## src/rtl/boreal_csp_weight_loader.sv

```systemverilog
// CSP weight loader: buffers a 2x8 weight block and commits it between frames.
// Define CSP_LOADER_CHECKSUM_EN to append a 16-bit wrap-around checksum word.
module boreal_csp_weight_loader #(
  parameter int N_WORDS    = 16,
  parameter int ADDR_W     = 4,
  parameter int DATA_W     = 16,
  parameter int HOLD_SETUP = 2
) (
  input  logic              clk,
  input  logic              rst,
  input  logic              s_valid,
  output logic              s_ready,
  input  logic [DATA_W-1:0] s_data,
  input  logic              s_last,
  input  logic              frame_valid,
  input  logic              filt_out_valid,
  output logic              frame_hold,
  output logic              host_we,
  output logic [ADDR_W-1:0] host_addr,
  output logic [DATA_W-1:0] host_weight,
  output logic              load_done,
  output logic              load_err,
  output logic              hold_viol,
  output logic              busy
);

  localparam int IDX_W = $clog2(N_WORDS + 2);
`ifdef CSP_LOADER_CHECKSUM_EN
  localparam int LAST_IDX = N_WORDS;
`else
  localparam int LAST_IDX = N_WORDS - 1;
`endif
  localparam logic [IDX_W-1:0] FINAL = IDX_W'(LAST_IDX);
  localparam logic [IDX_W-1:0] NW = IDX_W'(N_WORDS);
  localparam logic [ADDR_W-1:0] LAST_ADDR =
    ADDR_W'(N_WORDS - 1);
  localparam int HC_W = $clog2(HOLD_SETUP + 1) + 1;
  localparam int HL = (HOLD_SETUP > 0) ? HOLD_SETUP - 1 : 0;
  localparam logic [HC_W-1:0] HOLD_LAST = HC_W'(HL);

  typedef enum logic [2:0] {
    IDLE,
    LOAD,
    CHECK,
    WAIT_IDLE,
    COMMIT,
    DONE
  } state_t;

  state_t            state;
  logic [IDX_W-1:0]  idx;
  logic [HC_W-1:0]   hold_cnt;
  logic              in_flight;
  logic              hold_ok;
  logic              buf_we;
  logic [ADDR_W-1:0] buf_idx;
  logic [DATA_W-1:0] shadow_q [N_WORDS];
`ifdef CSP_LOADER_CHECKSUM_EN
  logic [DATA_W-1:0] csum;
  logic [DATA_W-1:0] rx_sum;
`endif

  assign s_ready = (state == IDLE) || (state == LOAD);
  assign busy    = (state != IDLE);
  assign hold_ok = (hold_cnt >= HOLD_LAST);

  always_comb begin
    buf_we  = 1'b0;
    buf_idx = '0;
    if (s_valid && s_ready) begin
      unique case (1'b1)
        state == IDLE: buf_we = 1'b1;
        state == LOAD: begin
          buf_we  = (idx < NW);
          buf_idx = idx[ADDR_W-1:0];
        end
        default: ;
      endcase
    end
  end

  // Shadow array stays invisible to the filter until COMMIT
  always_ff @(posedge clk) begin
    if (buf_we) shadow_q[buf_idx] <= s_data;
  end

  always_ff @(posedge clk) begin
    if (rst) begin
      state       <= IDLE;
      idx         <= '0;
      hold_cnt    <= '0;
      in_flight   <= 1'b0;
      frame_hold  <= 1'b0;
      host_we     <= 1'b0;
      host_addr   <= '0;
      host_weight <= '0;
      load_done   <= 1'b0;
      load_err    <= 1'b0;
      hold_viol   <= 1'b0;
`ifdef CSP_LOADER_CHECKSUM_EN
      csum        <= '0;
      rx_sum      <= '0;
`endif
    end else begin
      load_done <= 1'b0;
      load_err  <= 1'b0;
      // Completion wins: the filter ignores valid while busy
      if (filt_out_valid) in_flight <= 1'b0;
      else if (frame_valid) in_flight <= 1'b1;
      if (state == COMMIT && frame_valid) hold_viol <= 1'b1;

      case (state)
        IDLE: begin
          if (s_valid) begin
            idx <= IDX_W'(1);
`ifdef CSP_LOADER_CHECKSUM_EN
            csum <= s_data;
`endif
            if (s_last) load_err <= 1'b1;
            else        state    <= LOAD;
          end
        end
        LOAD: begin
          if (s_valid) begin
            idx <= idx + 1'b1;
`ifdef CSP_LOADER_CHECKSUM_EN
            if (idx < NW) csum   <= csum + s_data;
            else          rx_sum <= s_data;
`endif
            if (idx == FINAL) begin
              if (s_last) begin
                state <= CHECK;
              end else begin
                load_err <= 1'b1;
                state    <= IDLE;
              end
            end else if (s_last) begin
              load_err <= 1'b1;
              state    <= IDLE;
            end
          end
        end
        CHECK: begin
`ifdef CSP_LOADER_CHECKSUM_EN
          if (csum != rx_sum) begin
            load_err <= 1'b1;
            state    <= IDLE;
          end else begin
            frame_hold <= 1'b1;
            hold_cnt   <= '0;
            state      <= WAIT_IDLE;
          end
`else
          frame_hold <= 1'b1;
          hold_cnt   <= '0;
          state      <= WAIT_IDLE;
`endif
        end
        WAIT_IDLE: begin
          if (hold_ok && !in_flight && !frame_valid) begin
            host_we     <= 1'b1;
            host_addr   <= '0;
            host_weight <= shadow_q[0];
            state       <= COMMIT;
          end else if (!hold_ok) begin
            hold_cnt <= hold_cnt + 1'b1;
          end
        end
        COMMIT: begin
          if (host_addr == LAST_ADDR) begin
            host_we   <= 1'b0;
            load_done <= 1'b1;
            state     <= DONE;
          end else begin
            host_addr   <= host_addr + 1'b1;
            host_weight <= shadow_q[host_addr + 1'b1];
          end
        end
        DONE: begin
          frame_hold  <= 1'b0;
          host_addr   <= '0;
          host_weight <= '0;
          state       <= IDLE;
        end
        default: state <= IDLE;
      endcase
    end
  end

endmodule

```

## config.mk

```make
export PLATFORM = sky130hd
export DESIGN_NAME = boreal_csp_weight_loader
export DESIGN_NICKNAME = d
export VERILOG_FILES = /design/src/rtl/boreal_csp_weight_loader.sv
export SDC_FILE = /design/constraint.sdc
export NUM_CORES = 1
export LEC_CHECK = 0
export ABC_AREA = 1
export ABC_CLOCK_PERIOD_IN_PS = 3600
export CAP_MARGIN = 20
export CORE_MARGIN = 2
export CORE_UTILIZATION = 40
export DETAILED_ROUTE_END_ITERATION = 10
export GPL_TIMING_DRIVEN = 0
export SLEW_MARGIN = 20
export SYNTH_ARGS = -nofsm -noshare
export SYNTH_HDL_FRONTEND = slang
export SYNTH_SLANG_ARGS = --single-unit
```

## constraint.sdc

```tcl
create_clock -name clk -period 3.6 [get_ports clk]
set_input_delay 0.36 -clock clk [delete_from_list [all_inputs] [get_ports clk]]
set_output_delay 0.36 -clock clk [all_outputs]
set_load 0.02 [all_outputs]
```

==> impl_metrics.py <==
metrics = {
    "grt": {
        "grt_pass1_vias": 8727,
        "grt-ovfl-total": 0,
        "antenna_found_initial": 0,
        "grtUsageTotal_pct": 20.64,
        "grt_first_pass_wirelength_mm": 51.45,
        "grt_max_degree": 17,
    },
    "layout": {
        "post-route-util_pct": 47.30,
        "stdcell_area_um2": 14920,
        "final_layout_size_suffix_gt1_share_pct": 8.339,
        "final_common_cell": "nand2_1",
        "layout.nets": 1447,
        "mostFrequentLayoutCells": "392 x nand2_1, 256 x edfxtp_1, 219 x inv_1, 199 x nand3_1, 47 x clkdlybuf4s50_1",
        "syn2layout_area_growth_pct": 16.47,
        "num-fill-cells": 2880,
    },
    "timing": {
        "fmax_mhz": 353.8,
        "setup-violations-final": 0,
        "hold_violations": 0,
        "hold_slack_ns": 0.2361,
        "slew_headroom_pct": 36.71,
        "fin_crit_sh_pct": 78.51,
        "setup-tns-final_ns": 0,
        "clock_skew_ns": 0.02163,
        "slew_viol_final": 0,
        "tightest_slew_ns": 0.9464,
        "fin_crit_ns": 2.826,
        "rsz0062_at_grt": "false",
    },
    "hold_path": {
        "hold_depth": 2,
        "min_path_type": "in -> reg",
    },
    "clock_network": {
        "cts_sinks": 293,
        "cts_hold_buf": 0,
        "post_cts_buffers": 0,
        "clk_latency_ns": 0.57,
        "cts_inserted_buffers": 31,
        "root_buffer": "clkbuf_16",
        "clkTransAtPathRegs_ns": 0.06,
        "clockBufferDepth": 3,
        "cts_resized": 0,
        "cts_tree": "done",
        "cts_max_level": 1,
    },
    "routing": {
        "routed-via-count": 9282,
        "first_pass_iters": 5,
        "routedWlPerCell_um": 18.52,
        "vias_per_cell": 5.039,
        "drt_wl_total_mm": 34.12,
        "drtAntennaViolNets": 0,
        "drc": 0,
        "first_iter_violations": 868,
    },
    "power_and_ir_drop": {
        "clkPwrFrac_pct": 34.9,
        "seqPwrFrac_pct": 47.6,
        "p_int_mw": 5.790,
        "combinationalPowerShare_pct": 17.5,
        "ir_drop_v": 0.0003609,
        "switchingPower_mw": 2.292,
        "power_density_nw_per_um2": 541.5,
        "p_leak_nw": 6.139,
        "power_switching_share_pct": 28.36,
    },
    "critical_path": {
        "path_class": "reg -> reg",
        "r2r_cells": 7,
        "cp_max_fo": 10,
        "cp-start-kind": "flop",
        "cp-end-kind": "flop",
        "critPathArrivalTime_ns": 3.10,
        "cp.required_ns": 3.87,
    },
    "die": {
        "start_util_pct": 40.61,
        "rows": 65,
        "die_y_um": 183.0,
        "die_x_um": 183.0,
        "io_pins": 49,
        "die_area_um2": 33480,
        "coreArea_um2": 31560,
    },
    "logic_synthesis": {
        "yosys_warnings": 0,
        "synth_nets": 1347,
        "synth.distinct_cells": 30,
        "syn_area_per_cell_um2": 9.715,
        "netlist_instances": 1319,
        "ys_seq_area_share_pct": 65.77,
        "synth-seq-cells": 293,
        "syn_area_um2": 12810,
    },
    "placement": {
        "port_buffers": 47,
        "place_area_um2": 14050,
        "gp_congestion": 0.9529,
        "hpwl_mm": 23.69,
    },
    "job": {
        "maxCapViolCount": 0,
    },
    "run_status": {
        "status": "complete, no violations",
    },
}
critical path, cell delays in order, from the launching register on:
cell and delay [ns]:
dfxtp_1 0.35, nor2_2 0.21, nand2_1 0.26, a21oi_1 0.43
nand3_1 0.38, nor3_2 0.48, buf_4 0.27, buf_6 0.15
cells in the mapped netlist, drive strengths merged:
master / number / area share, %
or2: 2 / 0.098
clkbuf: 27 / 0.79
buf: 35 / 1.5
nand2: 393 / 12
ha: 6 / 0.59
xor2: 2 / 0.20
nand3: 200 / 7.9
nor2: 53 / 1.7
o21ai: 18 / 0.70
edfxtp: 256 / 60
nor3b: 1 / 0.059
nor3: 11 / 0.43
a211oi: 2 / 0.12
xnor2: 2 / 0.20
clkinv: 1 / 0.029
inv: 227 / 6.6
dfxtp: 37 / 5.8
a21oi: 46 / 1.8
power by group through the flow:
stage / sequential (mW) / combinational, mW / clock [mW]
finish: 3.85 / 1.42 / 2.82
global route: 3.86 / 1.57 / 3.00
CTS: 3.85 / 1.42 / 2.87
detailed placement: 3.92 / 1.41 / 0
global placement: 3.92 / 1.39 / 0
floorplan: 3.95 / 0.840 / 0
metal layers:
metal  routed length, um  global-route usage (%)  vias to the layer above
li1                    -                       -                     4460
met1               14320                   27.55                     4441
met2               16490                   34.97                      332
met3                2549                   3.415                       49
met4                 761                   5.664                        0
met5                   0                       0                        -
worst paths after layout:
| path | from | end | slack [ns] |
|---|---|---|---|
| worst min-delay path | rst | idx[0] | 0.24 |
| worst max register to register | state[1] | shadow_q[5][10] | 0.77 |
| worst max-delay path | state[1] | shadow_q[5][10] | 0.77 |
| worst min register to register | hold_viol | hold_viol | 0.46 |
flip-flops by register name, indices dropped and copies added, names as in the netlist:
| name | count |
|---|---|
| idx | 5 |
| hold_viol | 1 |
| host_weight | 16 |
| in_flight | 1 |
| load_err | 1 |
| hold_cnt | 3 |
| load_done | 1 |
| state | 3 |
| host_we | 1 |
| shadow_q | 256 |
| frame_hold | 1 |
| host_addr | 4 |
logic make-up after synthesis:
logic type | share of synthesized area, %
compound gates | 2.617
flops | 65.77
simple gates | 21.68
xor+xnor | 0.3907
fa+ha+maj | 0.5859
buf+inv | 8.954
final cells by class:
cell class / instances / area, um^2 / area share (%)
Timing Repair Buffer: 67 / 684.4 / 4.586
Inverter: 228 / 855.8 / 5.734
Multi-Input combinational cell: 736 / 3288 / 22.03
Antenna cell: 1 / 2.502 / 0.01677
Buffer: 62 / 291.5 / 1.953
Tap cell: 402 / 503.0 / 3.370
Clock inverter: 17 / 76.32 / 0.5114
Clock buffer: 36 / 794.5 / 5.324
Sequential cell: 293 / 8428 / 56.47
through the flow:
| step | std cells | power, mW | setup slack, ns |
|---|---|---|---|
| 3_5_place_dp | 1788 | 5.329 | 0.6060 |
| 6_report | 1842 | 8.082 | 0.7735 |
| 4_1_cts | 1841 | 8.131 | 0.8497 |
| 5_1_grt | 1841 | 8.426 | 0.6512 |
| 2_1_floorplan | 1319 | 4.786 | 0.7574 |
| 3_3_place_gp | 1768 | 5.309 | -0.6142 |
Note: power is estimated with default switching activity, not from simulation.
